**config.mk**
```make
export PLATFORM = sky130hd
export DESIGN_NAME = txn_sequencer
export DESIGN_NICKNAME = d
export VERILOG_FILES = /design/src/rtl/txn_sequencer.sv
export SDC_FILE = /design/constraint.sdc
export NUM_CORES = 1
export LEC_CHECK = 0
export BUFFER_PORTS_ARGS = -buffer_cell sky130_fd_sc_hd__buf_2
export CAP_MARGIN = 25
export CELL_PAD_IN_SITES_DETAIL_PLACEMENT = 0
export CELL_PAD_IN_SITES_GLOBAL_PLACEMENT = 1
export CORE_ASPECT_RATIO = 0.8
export CORE_UTILIZATION = 35
export CTS_CLUSTER_SIZE = 10
export DETAILED_ROUTE_END_ITERATION = 6
export PLACE_DENSITY_LB_ADDON = 0.2
export SLEW_MARGIN = 20
export SYNTH_ARGS = -nofsm -noshare
export SYNTH_HDL_FRONTEND = slang
export SYNTH_SLANG_ARGS = --single-unit
```
**constraint.sdc**
```tcl
create_clock -name clock -period 7.9 [get_ports clock]
set_clock_uncertainty 0.2 [all_clocks]
set_input_delay 0.79 -clock clock [delete_from_list [all_inputs] [get_ports clock]]
set_output_delay 0.79 -clock clock [all_outputs]
set_load 0.02 [all_outputs]
```
**src/rtl/txn_sequencer.sv**
```systemverilog
// txn_sequencer: issues a run of tagged requests on a fixed 64-byte stride and
// tracks their in-order responses, flagging tag mismatches and response timeouts.
module txn_sequencer #(
  parameter int ADDR_W  = 32,
  parameter int MAX_OUT = 4,
  parameter int TIMEOUT = 1024
) (
  input  logic                       clock,
  input  logic                       reset,
  input  logic                       start,
  input  logic [15:0]                num_txn,
  input  logic [ADDR_W-1:0]          base_addr,
  output logic                       req_valid,
  input  logic                       req_ready,
  output logic [ADDR_W-1:0]          req_addr,
  output logic [$clog2(MAX_OUT)-1:0] req_id,
  input  logic                       resp_valid,
  input  logic [$clog2(MAX_OUT)-1:0] resp_id,
  output logic                       busy,
  output logic                       done,
  output logic                       err,
  output logic [4:0]                 outstanding
);
  localparam int ID_W = $clog2(MAX_OUT);
  localparam int TW   = $clog2(TIMEOUT + 1);
  localparam logic [4:0]        MAX_OUT_C = 5'(MAX_OUT);
  localparam logic [TW-1:0]     TIMEOUT_C = TW'(TIMEOUT);
  localparam logic [ADDR_W-1:0] STRIDE    = ADDR_W'(7'd64);

  localparam logic [2:0] S_IDLE  = 3'd0;
  localparam logic [2:0] S_ISSUE = 3'd1;
  localparam logic [2:0] S_DRAIN = 3'd2;
  localparam logic [2:0] S_FIN   = 3'd3;
  localparam logic [2:0] S_ERR   = 3'd4;

  logic [2:0]        state_r, state_s;
  logic [15:0]       num_r, num_s;
  logic [15:0]       iss_r, iss_s;
  logic [15:0]       rcv_r, rcv_s;
  logic [4:0]        out_r, out_s;
  logic [TW-1:0]     tmo_r, tmo_s;
  logic [ADDR_W-1:0] addr_r, addr_s;
  logic              hs_s, rsp_s, bad_id_s;

  assign req_addr    = addr_r;
  assign req_id      = iss_r[ID_W-1:0];
  assign outstanding = out_r;

  // Next-state and counter update; responses are only honoured while a run is active and something is in flight.
  always_comb begin
    state_s  = state_r;
    num_s    = num_r;
    iss_s    = iss_r;
    rcv_s    = rcv_r;
    out_s    = out_r;
    tmo_s    = tmo_r;
    addr_s   = addr_r;
    hs_s     = req_valid && req_ready;
    rsp_s    = busy && resp_valid && (out_r != 5'd0);
    bad_id_s = rsp_s && (resp_id != rcv_r[ID_W-1:0]);
    case (state_r)
      S_ISSUE, S_DRAIN: begin
        if (hs_s) begin
          iss_s  = iss_r + 16'd1;
          addr_s = addr_r + STRIDE;
        end else begin
          iss_s  = iss_r;
          addr_s = addr_r;
        end
        if (rsp_s) rcv_s = rcv_r + 16'd1;
        else       rcv_s = rcv_r;
        if (hs_s && !rsp_s)      out_s = out_r + 5'd1;
        else if (rsp_s && !hs_s) out_s = out_r - 5'd1;
        else                     out_s = out_r;
        // Idle-response watchdog: only runs while something is waiting for an answer.
        if ((out_r != 5'd0) && !resp_valid) tmo_s = tmo_r + TW'(1'b1);
        else                                tmo_s = '0;
        if (bad_id_s || (tmo_s == TIMEOUT_C))              state_s = S_ERR;
        else if ((state_r == S_DRAIN) && (rcv_s == num_r)) state_s = S_FIN;
        else if (iss_s == num_r)                           state_s = S_DRAIN;
        else                                               state_s = state_r;
      end
      S_IDLE, S_FIN, S_ERR: begin
        if (start) begin
          num_s   = num_txn;
          iss_s   = 16'd0;
          rcv_s   = 16'd0;
          out_s   = 5'd0;
          tmo_s   = '0;
          addr_s  = base_addr;
          state_s = (num_txn != 16'd0) ? S_ISSUE : S_FIN;
        end else begin
          state_s = state_r;
        end
      end
      default: state_s = S_IDLE;
    endcase
  end

  // State, counters and all status outputs are registered from the next-state values.
  always_ff @(posedge clock or posedge reset) begin
    if (reset) begin
      state_r   <= S_IDLE;
      num_r     <= 16'd0;
      iss_r     <= 16'd0;
      rcv_r     <= 16'd0;
      out_r     <= 5'd0;
      tmo_r     <= '0;
      addr_r    <= '0;
      req_valid <= 1'b0;
      busy      <= 1'b0;
      done      <= 1'b0;
      err       <= 1'b0;
    end else begin
      state_r   <= state_s;
      num_r     <= num_s;
      iss_r     <= iss_s;
      rcv_r     <= rcv_s;
      out_r     <= out_s;
      tmo_r     <= tmo_s;
      addr_r    <= addr_s;
      req_valid <= (state_s == S_ISSUE) && (iss_s < num_s) && (out_s < MAX_OUT_C);
      busy      <= (state_s == S_ISSUE) || (state_s == S_DRAIN);
      done      <= (state_s == S_FIN);
      err       <= (state_s == S_ERR);
    end
  end
endmodule

```
==> flow_summary.json <==
{
  "wl_um": 19900,
  "p_sw_share_pct": 46.5,
  "antenna_found_initial": 0,
  "num_antenna_cells": 0,
  "startpoint_type": "flip-flop",
  "initial_core_util_pct": 35.8,
  "p_sw_mw": 1.13,
  "drive_gt1_share_pct": 18.1,
  "syn_area_um2": 6790,
  "ys_seq_area_share_pct": 38.0,
  "status": "complete, no violations",
  "drtPass1Iterations": 5,
  "layout_commonest_cell": "dfrtp_1",
  "setup_viol": 0,
  "synth-xor-area-share_pct": 7.61,
  "fin_util_pct": 41.1,
  "synth_compound_area_share_pct": 20.5,
  "synth_top_family_by_area": "simple AND/OR/NAND/NOR gates",
  "dp_hpwl_um": 14300,
  "fmax_ghz": 0.249,
  "relSlewSlack_pct": 36.3,
  "syn_inst": 786,
  "r2r-start": "iss_r[0]",
  "rows": 45,
  "hp-class": "primary input to asynchronous set/reset pin",
  "htree_levels": 3,
  "fin_crit_ns": 4.01,
  "cts_made_buffers": 9,
  "synth_adder_area_share_pct": 4.42,
  "vias": 6198,
  "numPortBuffers": 97,
  "ys_seq_elements": 103,
  "drc": 0,
  "required_ns": 7.99,
  "fin_setup_tns_ns": 0,
  "cts_resized": 0,
  "avgSynthCellArea_um2": 8.64,
  "io_pins": 98,
  "die-area_um2": 20000,
  "slew_violations": 0,
  "critical_path_class": "flip-flop to flip-flop",
  "yosys.area_share.simple_pct": 21.5,
  "crit_path_start": "iss_r[0]",
  "final_cell_mix": "dfrtp_1, buf_2, o21ai_0, nand2_1, a21oi_1",
  "rsz0062_at_grt": "false",
  "ant_nets": 0,
  "clk_latency_ns": 0.36,
  "drt_iter0_drc": 508,
  "p_per_area_nw_per_um2": 312,
  "grt.total_usage_pct": 20.7,
  "grt_start_max_net_pins": 57,
  "place_area_um2": 7500,
  "worst_slack_ns": 3.89,
  "die_h_um": 127,
  "die_w_um": 158,
  "root_buffer": "clkbuf_16",
  "timing.final.crit_share_pct": 50.7,
  "coreArea_um2": 19000,
  "worst_pin_slew_ns": 0.949,
  "worst_setup_path_end_kind": "flip-flop",
  "pwr-share-comb_pct": 45.8,
  "synth_edf_count": 0,
  "dp_slack_ns": 3.72,
  "nets": 943,
  "cts_num_sinks": 103,
  "power_frac_clock_pct": 18.6,
  "clk_pin_slew_worst_paths_ns": 0.08,
  "hold_buffers": 0,
  "worst_ep_arrival_time_ns": 4.10,
  "p_seq_share_pct": 35.6,
  "tritoncts": "done",
  "synth.distinct_cells": 72,
  "grt_pass1_vias": 5869,
  "p_leak_nw": 3.45,
  "wl_per_cell_um": 17.7,
  "grt_first_pass_wirelength_um": 32100,
  "irDropWorstVdd_mv": 0.155,
  "power.internal_mw": 1.30,
  "finalHoldViolCount": 0,
  "syn_nets": 865,
  "fin_area_um2": 7790,
  "yosys_warnings": 0,
  "gr-total-overflow": 0,
  "hold_slack_ns": 0.304,
  "clk_path_buf_depth": 2,
  "path_max_fanout": 9,
  "synth_ff_type": "dfrtp_1",
  "syn_to_final_growth_pct": 14.8,
  "async_flop_share_pct": 100,
  "via_per_inst": 5.50,
  "cap_viol_max_count": 0,
  "muxShareOfSynthArea_pct": 3.85,
  "postCtsSetupBuffers": 0,
  "globalplace.congestion": 0.866
}
-- kinds of logic after synthesis --
family	after synthesis
simple gates	276
compound gates	229
flops	103
buf+inv	70
xor+xnor	59
mux	25
fa+ha+maj	24
-- flip-flops by register name, indices dropped and copies added (netlist names) --
name         flops
req_addr        32
iss_r           16
num_r           16
rcv_r           16
tmo_r           11
outstanding      5
state_r          3
busy             1
done             1
err              1
req_valid        1
-- Yosys cell counts, types with 3 or more instances --
cell | number | area share [%]
dfrtp_1 | 103 | 38
o21ai_0 | 88 | 6.5
nand2_1 | 64 | 3.5
a21oi_1 | 63 | 4.6
nor2_1 | 61 | 3.4
nand3_1 | 40 | 2.9
clkbuf_1 | 31 | 1.7
inv_1 | 31 | 1.7
xnor2_1 | 31 | 4.0
xor2_1 | 28 | 3.6
ha_1 | 24 | 4.4
and3_1 | 16 | 1.5
mux2i_1 | 16 | 2.4
nand4_1 | 15 | 1.4
nor3_1 | 15 | 1.1
o31ai_1 | 13 | 1.4
o22ai_1 | 12 | 1.1
a21o_1 | 10 | 1.1
mux2_2 | 9 | 1.5
nor4_1 | 9 | 0.83
and4_1 | 7 | 0.90
a31oi_1 | 6 | 0.55
and2_1 | 6 | 0.55
or3_1 | 6 | 0.55
nand2b_1 | 5 | 0.46
nor2b_1 | 5 | 0.46
or2_2 | 4 | 0.37
a22oi_1 | 3 | 0.33
a32o_1 | 3 | 0.44
a32oi_1 | 3 | 0.39
buf_2 | 3 | 0.22
nand4b_1 | 3 | 0.39
o211ai_1 | 3 | 0.33
o41ai_1 | 3 | 0.39
-- metal layers --
layer	GRT usage, %	routed length [um]	vias to the layer above
li1	-	-	3008
met1	31.8	10200	3018
met2	29.4	8460	160
met3	4.10	1080	12
met4	4.80	194	0
met5	0	0	-
-- worst paths after layout --
kind                           endpoint  slack [ns]  depth (start not counted)
min reg2reg                 req_addr[0]        0.32                          1
max                           req_valid        3.89                         12
max reg2reg                   req_valid        3.89                         12
max in group asynchronous     num_r[10]        5.97                          3
min                        req_addr[14]        0.30                          2
min in group clock          req_addr[0]        0.32                          1
-- stage by stage --
step	total power, mW	instances
final	2.43	1127
after global routing	2.61	1127
after CTS	2.44	1127
after detailed placement	1.98	1111
after global placement	1.96	1111
after floorplan	1.62	786
-- area by class of cell --
class | instances | area, um^2
Fill cell | 1956 | 11200
Multi-Input combinational cell | 613 | 3940
Sequential cell | 103 | 2580
Timing Repair Buffer | 105 | 546
Tap cell | 258 | 323
Clock buffer | 10 | 239
Inverter | 32 | 123
Clock inverter | 6 | 52.6
-- power groups by stage --
stage          Clock (mW)  Combinational, mW  Sequential (mW)
3_3_place_gp            0               1.09            0.868
5_1_grt             0.489               1.24            0.889
6_report            0.453               1.11            0.866
4_1_cts             0.467               1.11            0.863
2_1_floorplan           0              0.703            0.914
3_5_place_dp            0               1.11            0.871
-- worst max-delay path: stages, from the launching register on --
cell and delay, ns:
dfrtp_1 0.53, ha_1 0.33, nand3_1 0.27, or3_1 0.49
nor4_1 0.41, nor2_1 0.07, o21ai_0 0.15, o21ai_0 0.13
ha_1 0.20, a21oi_1 0.16, or4b_1 0.47, a2111o_1 0.40
nor3_1 0.12
No activity file was read; power rests on OpenSTA's default activity.
